**config.mk**
```make
export PLATFORM = sky130hd
export DESIGN_NAME = ysyx_22050058_ifu_flat
export DESIGN_NICKNAME = d
export VERILOG_FILES = /design/src/rtl/ysyx_22050058_ifu_if.sv /design/src/rtl/ysyx_22050058_ifu.sv /design/src/flat_wrapper.sv
export SDC_FILE = /design/constraint.sdc
export NUM_CORES = 1
export LEC_CHECK = 0
export CORE_AREA = 4 4 128 130
export DETAILED_ROUTE_END_ITERATION = 16
export DIE_AREA = 0 0 132 134
export DONT_BUFFER_PORTS = 1
export MAX_ROUTING_LAYER = met4
export PLACE_DENSITY_LB_ADDON = 0.1
export SYNTH_ARGS = -nofsm -noshare
export SYNTH_HDL_FRONTEND = slang
export SYNTH_SLANG_ARGS = --single-unit
```
**constraint.sdc**
```tcl
create_clock -name clk -period 6.62 [get_ports clk]
set_input_delay 1.655 -clock clk [delete_from_list [all_inputs] [get_ports clk]]
set_output_delay 1.655 -clock clk [all_outputs]
set_load 0.005 [all_outputs]
```
**src/rtl/ysyx_22050058_ifu_if.sv**
```systemverilog
// Instruction-memory fetch bus between the IFU (master) and instruction
// memory (slave).
//   req    : fetch request valid (master -> slave)
//   addr   : fetch address       (master -> slave)
//   ready  : request accepted this cycle (slave -> master)
//   rvalid : response data valid (slave -> master)
//   rdata  : fetched instruction  (slave -> master)
interface ysyx_22050058_ifu_if #(
    parameter int unsigned ADDR_W = 64,
    parameter int unsigned INST_W = 32
);
    logic              req;
    logic [ADDR_W-1:0] addr;
    logic              ready;
    logic              rvalid;
    logic [INST_W-1:0] rdata;

    modport master (
        output req, addr,
        input  ready, rvalid, rdata
    );

    modport slave (
        input  req, addr,
        output ready, rvalid, rdata
    );
endinterface

```
**src/rtl/ysyx_22050058_ifu.sv**
```systemverilog
// Instruction-fetch stage feeding the IF/ID register. Owns the PC, issues
// one outstanding fetch at a time over imem, presents {pc, dnpc, inst} and
// requests a pipeline stall until an instruction is ready. A redirect from
// EX reloads the PC and squashes any in-flight fetch.
//
// Ports:
//   clk, rst          : clock, synchronous active-high reset
//   stall_i[5:0]      : ctrl stall vector, bit 0 holds this stage
//   redirect_valid_i  : one-cycle redirect pulse
//   redirect_pc_i     : redirect target
//   imem (master)     : req/addr/ready/rvalid/rdata fetch bus
//   stallreq_o        : fetch not ready
//   if_pc_o/if_dnpc_o/if_inst_o : presented instruction (zero when bubble)
//   if_misalign_o     : only with YSYX_22050058_IFU_MISALIGN_TRAP_EN defined;
//                       flags a presented misaligned redirect target
//
// Optional feature macro: YSYX_22050058_IFU_MISALIGN_TRAP_EN
module ysyx_22050058_ifu #(
    parameter int unsigned          ADDR_W     = 64,
    parameter int unsigned          INST_W     = 32,
    parameter logic [ADDR_W-1:0]    RST_VECTOR = 64'h0000_0000_8000_0000
) (
    input  logic                    clk,
    input  logic                    rst,
    input  logic [5:0]              stall_i,
    input  logic                    redirect_valid_i,
    input  logic [ADDR_W-1:0]       redirect_pc_i,
    ysyx_22050058_ifu_if.master     imem,
    output logic                    stallreq_o,
    output logic [ADDR_W-1:0]       if_pc_o,
    output logic [ADDR_W-1:0]       if_dnpc_o,
    output logic [INST_W-1:0]       if_inst_o
`ifdef YSYX_22050058_IFU_MISALIGN_TRAP_EN
    ,
    output logic                    if_misalign_o
`endif
);

    typedef enum logic [1:0] {
        S_FETCH = 2'd0,
        S_WAIT  = 2'd1,
        S_VALID = 2'd2,
        S_DROP  = 2'd3
    } state_t;

    state_t            state, state_n;
    logic [ADDR_W-1:0] pc_r, pc_n;
    logic [INST_W-1:0] inst_r, inst_n;
    logic              accept;

    // Only the IF bit of the ctrl stall vector matters here.
    logic              unused_stall;
    assign unused_stall = ^stall_i[5:1];

`ifdef YSYX_22050058_IFU_MISALIGN_TRAP_EN
    logic              mis_r, mis_n;
    logic              redirect_mis;
    assign redirect_mis = (redirect_pc_i[1:0] != 2'b00);
`endif

    always_ff @(posedge clk) begin
        if (rst) begin
            state  <= S_FETCH;
            pc_r   <= RST_VECTOR;
            inst_r <= '0;
`ifdef YSYX_22050058_IFU_MISALIGN_TRAP_EN
            mis_r  <= 1'b0;
`endif
        end else begin
            state  <= state_n;
            pc_r   <= pc_n;
            inst_r <= inst_n;
`ifdef YSYX_22050058_IFU_MISALIGN_TRAP_EN
            mis_r  <= mis_n;
`endif
        end
    end

    assign imem.req  = (state == S_FETCH) && !redirect_valid_i;
    assign imem.addr = pc_r;
    assign accept    = imem.req && imem.ready;

    always_comb begin
        state_n = state;
        pc_n    = pc_r;
        inst_n  = inst_r;
        if (redirect_valid_i) begin
            pc_n = redirect_pc_i;
            case (state)
                // An outstanding response must still be drained unless it
                // lands on this very cycle.
                S_WAIT, S_DROP: state_n = imem.rvalid ? S_FETCH : S_DROP;
                default:        state_n = S_FETCH;
            endcase
`ifdef YSYX_22050058_IFU_MISALIGN_TRAP_EN
            if (redirect_mis) begin
                state_n = S_VALID;
                inst_n  = '0;
            end
`endif
        end else begin
            case (state)
                S_FETCH: begin
                    if (accept) state_n = S_WAIT;
                end
                S_WAIT: begin
                    if (imem.rvalid) begin
                        inst_n  = imem.rdata;
                        state_n = S_VALID;
                    end
                end
                S_VALID: begin
                    if (!stall_i[0]) begin
                        pc_n    = pc_r + ADDR_W'(4);
                        state_n = S_FETCH;
                    end
                end
                default: begin
                    if (imem.rvalid) state_n = S_FETCH;
                end
            endcase
        end
    end

`ifdef YSYX_22050058_IFU_MISALIGN_TRAP_EN
    // Flag survives only while the misaligned entry stays presented.
    always_comb begin
        mis_n = 1'b0;
        if (state_n == S_VALID) begin
            mis_n = redirect_valid_i ? redirect_mis : mis_r;
        end
    end
    assign if_misalign_o = (state == S_VALID) && mis_r;
`endif

    assign stallreq_o = (state != S_VALID);
    assign if_pc_o    = (state == S_VALID) ? pc_r : '0;
    assign if_dnpc_o  = (state == S_VALID) ? (pc_r + ADDR_W'(4)) : '0;
    assign if_inst_o  = (state == S_VALID) ? inst_r : '0;

endmodule

```
**src/flat_wrapper.sv**
```systemverilog
// flat-port wrapper written by rule: the top's interface ports become plain ports
module ysyx_22050058_ifu_flat 
#(
    parameter int unsigned          ADDR_W     = 64,
    parameter int unsigned          INST_W     = 32,
    parameter logic [ADDR_W-1:0]    RST_VECTOR = 64'h0000_0000_8000_0000
)
  (clk, rst, stall_i, redirect_valid_i, redirect_pc_i, stallreq_o, if_pc_o, if_dnpc_o, if_inst_o, imem_req, imem_addr, imem_ready, imem_rvalid, imem_rdata);
  ysyx_22050058_ifu_if #(.ADDR_W(ADDR_W), .INST_W(INST_W)) imem_i ();
  input  logic clk;
  input  logic rst;
  input  logic [5:0] stall_i;
  input  logic redirect_valid_i;
  input  logic [ADDR_W-1:0] redirect_pc_i;
  output logic stallreq_o;
  output logic [ADDR_W-1:0] if_pc_o;
  output logic [ADDR_W-1:0] if_dnpc_o;
  output logic [INST_W-1:0] if_inst_o;
  output wire logic [$bits(imem_i.req)-1:0] imem_req;
  output wire logic [$bits(imem_i.addr)-1:0] imem_addr;
  input wire logic [$bits(imem_i.ready)-1:0] imem_ready;
  input wire logic [$bits(imem_i.rvalid)-1:0] imem_rvalid;
  input wire logic [$bits(imem_i.rdata)-1:0] imem_rdata;
  assign imem_req = imem_i.req;
  assign imem_addr = imem_i.addr;
  assign imem_i.ready = imem_ready;
  assign imem_i.rvalid = imem_rvalid;
  assign imem_i.rdata = imem_rdata;
  ysyx_22050058_ifu #(.ADDR_W(ADDR_W), .INST_W(INST_W), .RST_VECTOR(RST_VECTOR)) u_core (.clk(clk), .rst(rst), .stall_i(stall_i), .redirect_valid_i(redirect_valid_i), .redirect_pc_i(redirect_pc_i), .imem(imem_i), .stallreq_o(stallreq_o), .if_pc_o(if_pc_o), .if_dnpc_o(if_dnpc_o), .if_inst_o(if_inst_o));
endmodule
```
Word-level counts from Yosys, hierarchy flattened
Index checks and enable logic that the tools add are counted.
W data, S select, Z words.
{ "classes": {"n_bitwise": 1, "addsub": 1, "n_reduce_logical": 10, "n_mux": 14, "n_eq_ne": 8} }
{ "op_table": {"columns": ["op", "n"], "rows": [
  ["$mux W64", 5],
  ["$add A64 B3 Y64 const B", 1],
  ["$mux W32", 1],
  ["$mux W2", 7],
  ["$ne A3 B3 Y1 const B", 2],
  ["$pmux W2 S3", 1],
  ["$eq A2 B2 Y1 const B", 2],
  ["$reduce_and A4 Y1", 1],
  ["$reduce_bool A4 Y1", 1],
  ["$ne A3 B2 Y1 const B", 1],
  ["$reduce_and A3 Y1", 1],
  ["$eq A2 B1 Y1 const B", 1],
  ["$logic_and A1 B1 Y1", 2],
  ["$logic_not A2 Y1", 1],
  ["$ne A2 B1 Y1 const B", 1],
  ["$ne A2 B2 Y1 const B", 1],
  ["$reduce_and A2 Y1", 1],
  ["$reduce_bool A2 Y1", 1],
  ["$reduce_or A2 Y1", 1],
  ["$logic_not A1 Y1", 1],
  ["$not A1 Y1", 1]
]} }
{ "totals": {"regBits": 98, "in_bits": 107, "out_inout_bits": 226, "wordCells": 37} }

Depth between registers and ports, before layout
{ "depth": {"ltp_word": 6, "ltp_mapped": 10, "mapped_depth_nobuf": 6} }

Worst setup path after synthesis
Ideal clock, no wire load.
{ "synth_timing": {"path_kind": "reg2out", "from": "register u_core.pc_r[6] (netlist: u_core.imem.addr[6])", "to": "output if_dnpc_o[63]", "setup_slack_ns": 2.400, "path_buffers": 2, "arrival_ns": 2.565, "path_stages_with_launch": 8, "cell_sequence": "dfxtp_1 > clkbuf_1 > nand3_1 > nor4_1 > nand4_1 > clkbuf_1 > nor3_1 > mux2_2"} }
{ "synth_between": {"elab_chain_cells": 2} }
{ "synth_rtl": {"columns": ["element", "line", "text"], "rows": [
  ["start, declared", "ysyx_22050058_ifu.sv:47", "logic [ADDR_W-1:0] pc_r, pc_n;"],
  ["start signal, assigned", "ysyx_22050058_ifu.sv:71", "pc_r <= pc_n;"],
  ["$add A64 B3 Y64", "ysyx_22050058_ifu.sv:138", "assign if_dnpc_o = (state == S_VALID) ? (pc_r + ADDR_W'(4)) : '0;"],
  ["$mux W64", "ysyx_22050058_ifu.sv:138", null],
  ["end, declared", "flat_wrapper.sv:17", "output logic [ADDR_W-1:0] if_dnpc_o;"]
]} }
Every way passes these cells.

Worst setup path in the final report
{ "layout_timing": {"from": "register u_core.pc_r[26] (netlist: u_core.imem.addr[26])", "to": "output if_dnpc_o[62]"} }
The elaborated chain is that of the path after synthesis.

==> results.toml <==
[yosys]
syn_nets = 1093
async_reset_ff_share_pct = 0
syn_area_per_cell_um2 = 7.007
yosysTopAreaCell = "dfxtp_1"
synth_seq_cells = 98
syn_area_um2 = 6902
synthDistinctLibCells = 48
ys.flop_type = "dfxtp_1"
synth_edf_count = 0
netlist.area_leader.share_pct = 28.43
yosysMostFrequentCell = "nand2_1"
synth_area_leaders = "dfxtp_1 (28%), and2_1 (8.7%), nand2_1 (6.3%)"
netlist_top_cells_count = "nand2_1 (116), nor2_1 (107), dfxtp_1 (98)"
syn_inst = 985
synth_seq_area_share_pct = 28.43
yosysWarnings = 0

[die]
die_x_um = 132
fp.dieArea_um2 = 17690
fp-row-count = 45
die_h_um = 134
num_io_pins = 333
start_util_pct = 45.57
core_area_um2 = 15150

[power]
p_comb_share_pct = 7.5
total_leakage_power_nw = 2.114
sw_frac_of_total_pct = 27.27
powerDensity_nw_per_um2 = 191.5
p_switching_mw = 0.3739
power.internal_mw = 0.9971
ir_drop_v = 0.0001101
power_frac_clock_pct = 42.3
seq_power_share_pct = 50.2
finalPower_mw = 1.371

[placement]
postPlaceCellArea_um2 = 6840
pre_cts_ws_ns = 1.950
dp_hpwl_um = 17170
portBuffers = 0
place_congestion = 0.8729

[cells_and_area]
syn2layout_area_growth_pct = 3.735
antenna-diode-count = 0
nNetsFinal = 1018
fin_area_um2 = 7159
drive_gt1_share_pct = 4.262

[clock_network]
cts_resized = 0
hold_buffers = 0
cts_setup_buffers = 0
cts.root.buffer_cell = "clkbuf_16"
clock_sinks = 98
cts_inserted_buffers = 9
cts_tree = "built"
cts_max_level = 3
worstSkewPairLatency_ns = 0.35
clock_path_buffers = 2
clkTransAtPathRegs_ns = 0.07

[critical_path]
path_cells = "nand3_2 -> or4_1 -> or3_1 -> or4_1 -> a21oi_1"
endpoint_kind = "output port"
critical_path_class = "flop to output port"
critical_path_arrival_ns = 3.41
critPathMostFrequentCell = "or4_1"
start_kind = "flop"
cp_num_buf_inv = 0
cp.required_ns = 4.97
crit_fanout = 17
slowest_stage = "or4_1"
slowest_delay_ns = 0.73
crit_family = "simple AND/OR/NAND/NOR gates"

[sta]
tightest_slew_ns = 1.243
worst_clock_skew_ns = 0.008320
fin_tns_setup_ns = 0
relSlewSlack_pct = 17.02
max_freq_mhz = 197.3
layout_setup_ws_ns = 1.551
rsz0062_at_grt = "no"
whs_ns = 0.4463
period_share_pct = 76.57
min_period_ns = 5.069
drv_slew = 0
hold_viol = 0
final-setup-viol-count = 0

[detailed_routing]
drtAntennaViolNets = 0
viasPerCell = 6.403
routed_wl_um = 24560
vias = 7063
avgRoutedWirePerCell_um = 22.27
drtPass1Iterations = 5
drc = 0
drt_iter0_markers = 673

[global_route]
grt.overflow.total = 0
antenna_found_initial = 0
grt.met3_usage_pct = 7.052
grt_pass1_vias = 6586
grt_pass1_wl_um = 37780
busiest_layer = "met2"
use_met1_pct = 33.99
grt_max_degree = 102
grt_usage_pct = 27.04
grtUsageMet2_pct = 41.76

[min_path]
hp-class = "flop to flop"

[run_status]
status = "complete, no violations"

[flow_run]
cap_violations = 0
==> worst min-delay path, delay by kind of cell, from the launching register on <==
kind	cells	cell delay, ns
flip-flops	1	0.31
AND/OR/NAND/NOR	1	0.05
AO/OA/AOI/OAI	1	0.05
==> cells in the final DEF (no fill, tap or decap), types with 2 or more instances in the layout <==
master       n
nand2_1    116
nor2_1     107
dfxtp_1     98
and2_1      96
a21oi_1     72
or3_1       39
o21ai_0     37
nand4_1     36
xor2_1      33
nand3_1     32
xnor2_1     31
nor3_1      30
a311oi_1    25
a211oi_1    24
or4_1       19
nor4_1      19
o31ai_1     15
and3_1      13
buf_4       11
clkbuf_16    9
inv_1        8
and4_1       7
o211ai_1     3
mux2i_1      2
clkinv_2     2
nor4b_1      2
or4b_2       2
o31a_1       2
bufinv_16    2
==> power by group through the flow <==
stage                     Combinational (mW)  Clock (mW)  Sequential (mW)
after floorplan                        0.116           0            0.663
after global routing                   0.117       0.613            0.696
after detailed placement               0.103           0            0.702
after global placement                 0.100           0            0.700
final                                  0.103       0.579            0.689
after CTS                              0.104       0.591            0.688
==> worst paths after layout <==
path	startpoint	to	slack [ns]	depth (start not counted)
hold reg to reg	u_core.inst_r[3]	u_core.inst_r[3]	0.45	2
hold / removal	u_core.inst_r[3]	u_core.inst_r[3]	0.45	2
setup reg to reg	u_core.imem.addr[2]	u_core.imem.addr[62]	3.37	7
setup / recovery	u_core.imem.addr[26]	if_dnpc_o[62]	1.55	5
==> flip-flops by register name, summed over array words and instances, names as in the netlist <==
| register | count |
|---|---|
| u_core.imem.addr | 64 |
| u_core.inst_r | 32 |
| u_core.state | 2 |
==> cells by family after synthesis <==
logic type / Yosys count / synth area share (%)
AO/OA/AOI/OAI: 181 / 16.28
XOR/XNOR: 64 / 8.122
adder cells (fa/ha/maj): 1 / 0.1813
buffers and inverters: 107 / 6.236
flip-flops: 98 / 28.43
multiplexers: 3 / 0.4532
AND/OR/NAND/NOR: 531 / 40.30
==> layer usage <==
metal,vias up,wire [µm]
li1,3325,-
met1,3341,10030
met2,358,11530
met3,39,2327
met4,0,676
met5,-,0
==> final cells by class <==
type / count / area [µm²]
Fill cell: 1524 / 7986
Tap cell: 188 / 235.2
Timing Repair Buffer: 11 / 82.58
Clock inverter: 6 / 90.09
Multi-Input combinational cell: 780 / 4522
Sequential cell: 98 / 1962
Clock buffer: 10 / 229.0
Inverter: 10 / 38.79
==> per-stage QoR <==
step	utilization, %	cells
after floorplan	-	985
after global placement	45.16	1087
after detailed placement	45.16	1087
after CTS	47.27	1103
after global routing	47.27	1103
final	47.27	1103
(Power assumes the default switching activity.)
